## src/rtl/ps2_pkg.sv

```systemverilog
// Shared definitions for the PS/2 host-to-device transmit path: FSM encoding,
// error codes, common keyboard command bytes and the debug view of the block.
package ps2_pkg;

    typedef enum logic [2:0] {
        IDLE      = 3'd0,
        INHIBIT   = 3'd1,
        XMIT      = 3'd2,
        WAIT_IDLE = 3'd3,
        DONE      = 3'd4,
        FAIL      = 3'd5
    } ps2_state_t;

    localparam logic [1:0] ERR_NONE    = 2'b00;
    localparam logic [1:0] ERR_TIMEOUT = 2'b01;
    localparam logic [1:0] ERR_NOACK   = 2'b10;

    localparam logic [7:0] CMD_SET_LED = 8'hED;
    localparam logic [7:0] CMD_RESET   = 8'hFF;

    // Bit-counter values (falls already seen) at which the frame changes phase.
    localparam logic [3:0] BITS_PARITY = 4'd8;
    localparam logic [3:0] BITS_STOP   = 4'd9;
    localparam logic [3:0] BITS_ACK    = 4'd10;

    // Observable internals: FSM state plus the conditioned line levels/edges.
    typedef struct packed {
        ps2_state_t state;
        logic       clk_level;
        logic       dat_level;
        logic       clk_fall;
        logic       dat_fall;
    } ps2_dbg_t;

    // PS/2 uses odd parity: data bits plus parity bit carry an odd number of 1s.
    function automatic logic odd_parity(input logic [7:0] d);
        return ~^d;
    endfunction

endpackage

```

## src/rtl/ps2_line_filter.sv

```systemverilog
// Conditions one raw PS/2 pad: 2-FF synchronizer followed by an agreement
// filter that only accepts a new level after FILT_LEN consecutive equal
// samples. fall pulses for one cycle when the filtered level goes 1 -> 0.
module ps2_line_filter
    import ps2_pkg::*;
#(
    parameter int FILT_LEN = 4
) (
    input  logic clk,
    input  logic reset,
    input  logic pad_in,
    output logic level,
    output logic fall
);

    localparam int CW = $clog2(FILT_LEN) + 1;

    logic          sync1;
    logic          sync2;
    logic [CW-1:0] agree_cnt;

    // Two-stage synchronizer; idle PS/2 lines are high, so reset to 1.
    always_ff @(posedge clk) begin
        if (reset) begin
            sync1 <= 1'b1;
            sync2 <= 1'b1;
        end else begin
            sync1 <= pad_in;
            sync2 <= sync1;
        end
    end

    // Agreement filter: count consecutive samples that disagree with the
    // accepted level; any agreeing sample restarts the count.
    always_ff @(posedge clk) begin
        if (reset) begin
            level     <= 1'b1;
            agree_cnt <= '0;
            fall      <= 1'b0;
        end else begin
            fall <= 1'b0;
            if (sync2 != level) begin
                if (agree_cnt == CW'(FILT_LEN - 1)) begin
                    level     <= sync2;
                    agree_cnt <= '0;
                    fall      <= level;
                end else begin
                    agree_cnt <= agree_cnt + 1'b1;
                end
            end else begin
                agree_cnt <= '0;
            end
        end
    end

endmodule

```

## src/rtl/ps2_host_tx.sv

```systemverilog
// Host-to-device PS/2 transmitter. Inhibits the bus, issues a request-to-send,
// shifts a command byte out on device clock falls and checks the device ACK.
// Both lines are driven open-drain through the *_oe outputs (1 = pull low).
//
// Request handshake: tx_start is a single-cycle request that is accepted only
// in a cycle where tx_busy is low; tx_data is captured in that same cycle.
// tx_busy stays high from the cycle after acceptance until the FSM is back in
// IDLE, and the frame ends with exactly one tx_done or tx_error pulse (none if
// reset interrupts it). Requests made while busy are dropped, not queued.
module ps2_host_tx
    import ps2_pkg::*;
#(
    parameter int INHIBIT_CYCLES = 5000,
    parameter int TIMEOUT_CYCLES = 1000000,
    parameter int FILT_LEN       = 4
) (
    input  logic       CLOCK_50,
    input  logic       reset,
    input  logic [7:0] tx_data,
    input  logic       tx_start,
    output logic       tx_busy,
    output logic       tx_done,
    output logic       tx_error,
    output logic [1:0] err_code,
    input  logic       ps2_clk_in,
    input  logic       ps2_dat_in,
    output logic       ps2_clk_oe,
    output logic       ps2_dat_oe,
    output ps2_dbg_t   dbg
);

    localparam int INH_W = $clog2(INHIBIT_CYCLES) + 1;
    localparam int TO_W  = $clog2(TIMEOUT_CYCLES) + 1;

    ps2_state_t       state;
    ps2_state_t       state_nxt;
    logic [7:0]       data_q;
    logic             parity_q;
    logic [1:0]       err_q;
    logic [INH_W-1:0] inh_cnt;
    logic [TO_W-1:0]  to_cnt;
    logic [3:0]       bit_cnt;
    logic             xmit_oe_q;

    logic clk_level;
    logic clk_fall;
    logic dat_level;
    logic dat_fall;

    logic inh_last;
    logic to_hit;

    ps2_line_filter #(.FILT_LEN(FILT_LEN)) u_clk_filt (
        .clk    (CLOCK_50),
        .reset  (reset),
        .pad_in (ps2_clk_in),
        .level  (clk_level),
        .fall   (clk_fall)
    );

    ps2_line_filter #(.FILT_LEN(FILT_LEN)) u_dat_filt (
        .clk    (CLOCK_50),
        .reset  (reset),
        .pad_in (ps2_dat_in),
        .level  (dat_level),
        .fall   (dat_fall)
    );

    assign inh_last = (state == INHIBIT) && (inh_cnt == INH_W'(INHIBIT_CYCLES - 1));
    assign to_hit   = (to_cnt == TO_W'(TIMEOUT_CYCLES - 1));

    // FSM state register.
    always_ff @(posedge CLOCK_50) begin
        if (reset) begin
            state <= IDLE;
        end else begin
            state <= state_nxt;
        end
    end

    // Next-state logic; a timeout wins over any bit activity in the same cycle.
    always_comb begin
        state_nxt = state;
        case (state)
            IDLE:      if (tx_start) state_nxt = INHIBIT;
            INHIBIT:   if (inh_last) state_nxt = XMIT;
            XMIT: begin
                if (to_hit) begin
                    state_nxt = FAIL;
                end else if (clk_fall && (bit_cnt == BITS_ACK)) begin
                    state_nxt = dat_level ? FAIL : WAIT_IDLE;
                end
            end
            WAIT_IDLE: begin
                if (to_hit) begin
                    state_nxt = FAIL;
                end else if (clk_level && dat_level) begin
                    state_nxt = DONE;
                end
            end
            DONE:      state_nxt = IDLE;
            FAIL:      state_nxt = IDLE;
            default:   state_nxt = IDLE;
        endcase
    end

    // Frame datapath: captured byte, counters, per-bit data drive and error code.
    always_ff @(posedge CLOCK_50) begin
        if (reset) begin
            data_q    <= '0;
            parity_q  <= 1'b0;
            err_q     <= ERR_NONE;
            inh_cnt   <= '0;
            to_cnt    <= '0;
            bit_cnt   <= '0;
            xmit_oe_q <= 1'b0;
        end else begin
            case (state)
                IDLE: begin
                    if (tx_start) begin
                        data_q   <= tx_data;
                        parity_q <= odd_parity(tx_data);
                        err_q    <= ERR_NONE;
                        inh_cnt  <= '0;
                    end
                end
                INHIBIT: begin
                    inh_cnt <= inh_cnt + 1'b1;
                    if (inh_last) begin
                        to_cnt    <= '0;
                        bit_cnt   <= '0;
                        xmit_oe_q <= 1'b1;  // keep the start bit on the line
                    end
                end
                XMIT: begin
                    to_cnt <= to_cnt + 1'b1;
                    if (to_hit) begin
                        err_q <= ERR_TIMEOUT;
                    end else if (clk_fall) begin
                        bit_cnt <= bit_cnt + 1'b1;
                        // bit_cnt is the number of falls before this one.
                        if (bit_cnt < BITS_PARITY) begin
                            xmit_oe_q <= ~data_q[bit_cnt[2:0]];
                        end else if (bit_cnt == BITS_PARITY) begin
                            xmit_oe_q <= ~parity_q;
                        end else if (bit_cnt == BITS_STOP) begin
                            xmit_oe_q <= 1'b0;
                        end else if (bit_cnt == BITS_ACK) begin
                            if (dat_level) err_q <= ERR_NOACK;
                        end
                    end
                end
                WAIT_IDLE: begin
                    to_cnt <= to_cnt + 1'b1;
                    if (to_hit) err_q <= ERR_TIMEOUT;
                end
                default: ;
            endcase
        end
    end

    // Line drives and status are decoded from state so reset releases the bus
    // on the very next edge and FAIL always frees both lines.
    always_comb begin
        tx_busy    = (state != IDLE);
        tx_done    = (state == DONE);
        tx_error   = (state == FAIL);
        ps2_clk_oe = (state == INHIBIT);
        ps2_dat_oe = inh_last || ((state == XMIT) && xmit_oe_q);
        err_code   = err_q;
        dbg        = '{state: state, clk_level: clk_level, dat_level: dat_level,
                       clk_fall: clk_fall, dat_fall: dat_fall};
    end

endmodule

```

## config.mk

```make
export PLATFORM = sky130hd
export DESIGN_NAME = ps2_host_tx
export DESIGN_NICKNAME = d
export VERILOG_FILES = /design/src/rtl/ps2_pkg.sv /design/src/rtl/ps2_line_filter.sv /design/src/rtl/ps2_host_tx.sv
export SDC_FILE = /design/constraint.sdc
export NUM_CORES = 1
export LEC_CHECK = 0
export ABC_AREA = 1
export BUFFER_PORTS_ARGS = -buffer_cell sky130_fd_sc_hd__buf_2
export CAP_MARGIN = 30
export CORE_MARGIN = 3
export CORE_UTILIZATION = 45
export CTS_BUF_LIST = sky130_fd_sc_hd__clkbuf_4 sky130_fd_sc_hd__clkbuf_8 sky130_fd_sc_hd__clkbuf_16
export CTS_CLUSTER_DIAMETER = 60
export DETAILED_ROUTE_END_ITERATION = 8
export GPL_ROUTABILITY_DRIVEN = 0
export PLACE_DENSITY = 0.72
export RECOVER_POWER = 25
export SYNTH_ARGS = -nofsm -noshare
export SYNTH_HDL_FRONTEND = slang
export SYNTH_SLANG_ARGS = --single-unit
```

## constraint.sdc

```tcl
create_clock -name CLOCK_50 -period 2.2 [get_ports CLOCK_50]
set_input_delay 0.44 -clock CLOCK_50 [delete_from_list [all_inputs] [get_ports CLOCK_50]]
set_output_delay 0.44 -clock CLOCK_50 [all_outputs]
set_load 0.03 [all_outputs]
```

==> Word-level counts from Yosys, hierarchy flattened <==
Index checks and enable logic that the tools add are counted.
{ "word_totals": {"ff_bits": 68} }
{ "op_classes": {"n_mux": 35, "n_bitwise": 6, "n_lt_le_gt_ge": 2, "eq_ne": 28, "n_addsub": 5, "reduce_logical": 26} }
{ "ops": {"columns": ["op", "n"], "rows": [
  ["21-bit one-hot mux with 2 select lines", 1],
  ["14-bit one-hot mux with 2 select lines", 1],
  ["21-bit by 1-bit adder with 21-bit output, second input constant", 1],
  ["21-bit by 20-bit equality test with 1-bit output, second input constant", 1],
  ["21-bit 2-to-1 mux", 1],
  ["3-bit 2-to-1 mux", 7],
  ["2-bit 2-to-1 mux", 9],
  ["3-bit != test, second input constant", 6],
  ["14-bit by 1-bit adder with 14-bit output, second input constant", 1],
  ["14-bit by 13-bit equality test with 1-bit output, second input constant", 1],
  ["14-bit 2-to-1 mux", 1],
  ["3-bit by 2-bit equality test with 1-bit output, second input constant", 4],
  ["4-bit equality test, second input constant", 3],
  ["4-bit 2-to-1 mux", 3],
  ["3-bit one-hot mux with 4 select lines", 1],
  ["3-bit OR reduction", 4],
  ["2-bit AND reduction", 5],
  ["9-bit AND reduction", 1],
  ["4-bit one-hot mux with 2 select lines", 1],
  ["4-bit AND reduction", 2],
  ["8-bit XNOR reduction", 1],
  ["1-bit 2-to-1 mux", 7],
  ["3-bit by 1-bit adder with 3-bit output, second input constant", 2],
  ["3-bit equality test, second input constant", 2],
  ["other kinds (20)", 36]
]} }

==> Logic depth before layout (Yosys ltp) <==
{ "depth": {"word_depth": 8, "ltp_mapped": 11, "depth_no_buf": 11} }

==> By module <==
From an unflattened synthesis, not the netlist that was laid out.
{ "hier_totals": {"hier_cells": 540, "hier_area_um2": 3701.0} }
{ "by_module_without_submodules": {"columns": ["mod", "cells_each", "instances", "area_per_inst_um2"], "rows": [
  ["ps2_host_tx", 482, 1, 3188.1],
  ["ps2_line_filter", 29, 2, 256.5]
]} }

==> Worst setup path before layout <==
No wires, ideal clock.
{ "synth_timing": {"path_type": "register -> output", "from": "reg state[2]", "to": "out ps2_dat_oe", "path_slack_ns": 0.216, "t_arrival_ns": 1.544, "stages_incl_launch_ff": 4, "path_buffers": 0, "cell_sequence": "dfxtp_1 -> nor2_1 -> nand2_1 -> o21ai_0"} }
{ "synth_between": {"elab_chain_len": 3, "elab_cells_between_ends": 5, "cone_classes": "eq/ne (2); reduce/logical (3)"} }
{ "synth_rtl": {"columns": ["element", "line", "source"], "rows": [
  ["start: declaration", "ps2_host_tx.sv:35", "ps2_state_t state;"],
  ["start signal: assignment", "ps2_host_tx.sv:77", "state <= state_nxt;"],
  ["3-bit by 1-bit equality test with 1-bit output or 3-bit by 2-bit equality test with 1-bit output (tied branches)", "ps2_host_tx.sv:69, ps2_host_tx.sv:169", null],
  ["1-bit logical AND, on equally long branches", "ps2_host_tx.sv:69, ps2_host_tx.sv:169", null],
  ["1-bit logical OR (*)", "ps2_host_tx.sv:169", "ps2_dat_oe = inh_last || ((state == XMIT) && xmit_oe_q);"],
  ["end: declaration", "ps2_host_tx.sv:28", "output logic ps2_dat_oe,"]
]} }
Mark *: on every way between the ends. The rest lies on a longest branch, timed or not.

==> Worst setup path after layout <==
{ "layout_timing": {"from": "reg inh_cnt[1]", "to": "out ps2_dat_oe"} }
{ "layout_between": {"elab_chain_len": 3} }
{ "layout_rtl": {"columns": ["element", "line", "source"], "rows": [
  ["start: declaration", "ps2_host_tx.sv:40", "logic [INH_W-1:0] inh_cnt;"],
  ["start signal: assignment", "ps2_host_tx.sv:128", "inh_cnt <= inh_cnt + 1'b1;"],
  ["14-bit by 13-bit equality test with 1-bit output", "ps2_host_tx.sv:69", "assign inh_last = (state == INHIBIT) && (inh_cnt == INH_W'(INHIBIT_CYCLES - 1));"],
  ["1-bit logical AND", "ps2_host_tx.sv:69", null],
  ["1-bit logical OR", "ps2_host_tx.sv:169", null]
]} }
Every way passes these cells.

==> reports/metrics.yaml <==
period_share_pct: 94.7
finalNetCount: 620
finalSetupViolCount: 0
start_util_pct: 46.6
clk_latency_ns: 0.36
nFillCells: 816
yosysWarningCount: 0
die-area_um2: 9750
grt_pass1_wl_mm: 15.7
synth.most_common_cell: "nand2_1"
ys_seq_elements: 68
htree_num_levels: 3
synth_common_cells: "nand2_1, dfxtp_1, inv_1, nand3_1, nor2_1"
firstDrtPassIters: 5
first_global_vias: 3475
fmax_ghz: 0.480
skew_ns: 0.0112
avgSynthCellArea_um2: 6.77
vias: 3756
layout-drive-gt1-share_pct: 15.6
critPathArrivalTime_ns: 1.64
io_buffers: 26
syn-cell-area_um2: 3870
critPathLaunchType: "flop"
fin_ws_ns: 0.117
critical-path-top-delay-family: "simple AND/OR/NAND/NOR gates"
synth_seq_area_share_pct: 35.2
status: "complete, no violations"
critPathMaxFanout: 3
crit_type: "flop to primary output"
cts_hold_buf: 0
synth_area_leader_cell: "dfxtp_1"
drt-total-wl_mm: 9.07
viasPerCell: 5.31
tightest_slew_ns: 0.953
cts-root-buf: "clkbuf_8"
p_per_area_nw_per_um2: 873
wl_per_cell_um: 12.8
grt_usage_pct: 19.4
holdCritPathClass: "input pin to flop"
final_util_pct: 51.7
grt_max_degree: 45
cts_tree: "done"
synth_fp_nets: 595
drc: 0
synth_edf_count: 0
clkTransAtPathRegs_ns: 0.08
ys.flop_type: "dfxtp_1"
tns_ns: 0
synth_top_cell_area_share_pct: 35.2
grt-ovfl-total: 0
area_growth_pct: 11.0
slew_violations: 0
async_flop_share_pct: 0
crit_path_top_delay_cell: "dfxtp_1"
crit_path_max_incr_delay_ns: 0.37
path_cells: "ha_1, nand2_1, nor2_1, nand4_1, o21ai_0, buf_4"
place_hpwl_mm: 6.59
p_leak_nw: 1.63
cp-end-kind: "primary output"
rsz0062_at_grt: "no"
finalHoldViolCount: 0
drt_iter0_markers: 256
crit_buf_inv: 1
period_needed_ns: 2.08
postRouteAntennaNets: 0
rows: 33
numCtsBuffers: 9
antenna_cells: 0
ir_drop_v: 0.000524
core_area_um2: 8300
postSynthCellCount: 572
netlist_top_cells_area: "dfxtp_1, nand2_1, nand3_1, inv_1, a21oi_1"
pre_cts_ws_ns: 0.348
cts_sinks: 68
maxCapViolCount: 0
antenna_found_initial: 0
die_w_um: 98.7
pin_count: 27
p_total_mw: 3.75
slew_headroom_pct: 36.5
cp.required_ns: 1.76
cts_buffer_depth: 2
die_y_um: 98.7
synth.distinct_cells: 38
-- state kept, by name, summed over array words and instances (netlist names), 2 cells and up --
| signal | count |
|---|---|
| bit_cnt | 4 |
| u_dat_filt.agree_cnt | 3 |
| state | 3 |
| inh_cnt | 14 |
| u_clk_filt.agree_cnt | 3 |
| to_cnt | 21 |
| err_code | 2 |
| data_q | 8 |
-- report_power, final --
group | switching [mW] | internal [mW] | total, mW
Combinational | 0.842 | 0.329 | 1.17
Sequential | 0.0705 | 1.33 | 1.41
Clock | 0.526 | 0.646 | 1.17
Total | 1.44 | 2.31 | 3.75
-- cells by family (layout without fill, tap and decap cells) --
| kind of cell | after synthesis | after routing | synth area share (%) |
|---|---|---|---|
| flip-flops | 68 | 68 | 35.2 |
| adder cells (fa/ha/maj) | 10 | 10 | 3.23 |
| AO/OA/AOI/OAI | 81 | 81 | 11.7 |
| XOR/XNOR | 10 | 10 | 2.26 |
| buffers and inverters | 91 | 121 | 9.76 |
| AND/OR/NAND/NOR | 312 | 312 | 37.9 |
-- final cells by class --
class                      instances  area (um^2)  area share (%)
clock buffer                       9          124            2.88
timing repair buffer              34          185            4.31
clock inverter                     7         98.8            2.30
multi-input combinational        413         2130            49.5
inverter                          71          267            6.21
tap                              105          131            3.06
sequential                        68         1360            31.7
-- path summary, 6_finish.rpt --
check	from	to	slack (ns)	depth (start not counted)
max	inh_cnt[1]	ps2_dat_oe	0.12	6
min	ps2_clk_in	u_clk_filt.sync1	0.26	2
max reg2reg	bit_cnt[0]	xmit_oe_q	0.42	10
min reg2reg	u_clk_filt.sync1	u_clk_filt.sync2	0.42	1
-- cells in the final DEF (no fill, tap or decap), types with 9 or more instances in the layout --
cell / instances
nor2_1: 52
a21oi_1: 45
nand3_1: 55
buf_2: 24
nand2_1: 140
o21ai_0: 22
nor3_1: 10
inv_1: 64
dfxtp_1: 67
nand4_1: 17
ha_1: 10
clkbuf_8: 9
-- repair_timing --
action / CTS / global route
setup buffers: 1 / 1
endpoints found under the setup margin: 1 / 1
resized for setup: 0 / 2
pin swaps: 1 / 1
hold endpoints to repair: 0 / 0
cloned: 0 / 0
-- through the flow --
| stage | std cells | hold slack, ns | instance area, um^2 |
|---|---|---|---|
| after floorplan | 572 | 0.389 | 3870 |
| after CTS | 706 | 0.250 | 4300 |
| after global routing | 707 | 0.256 | 4290 |
| after detailed placement | 689 | 0.402 | 4070 |
| after global placement | 689 | 0.393 | 4070 |
| final | 707 | 0.262 | 4290 |
-- per-layer routing --
layer,track usage (%),routed length [um],vias up
met1,25.5,4220,1745
li1,-,-,1903
met5,0,0,-
met4,7.67,155,0
met3,3.33,402,15
met2,31.9,4290,93
(Power assumes the default switching activity.)
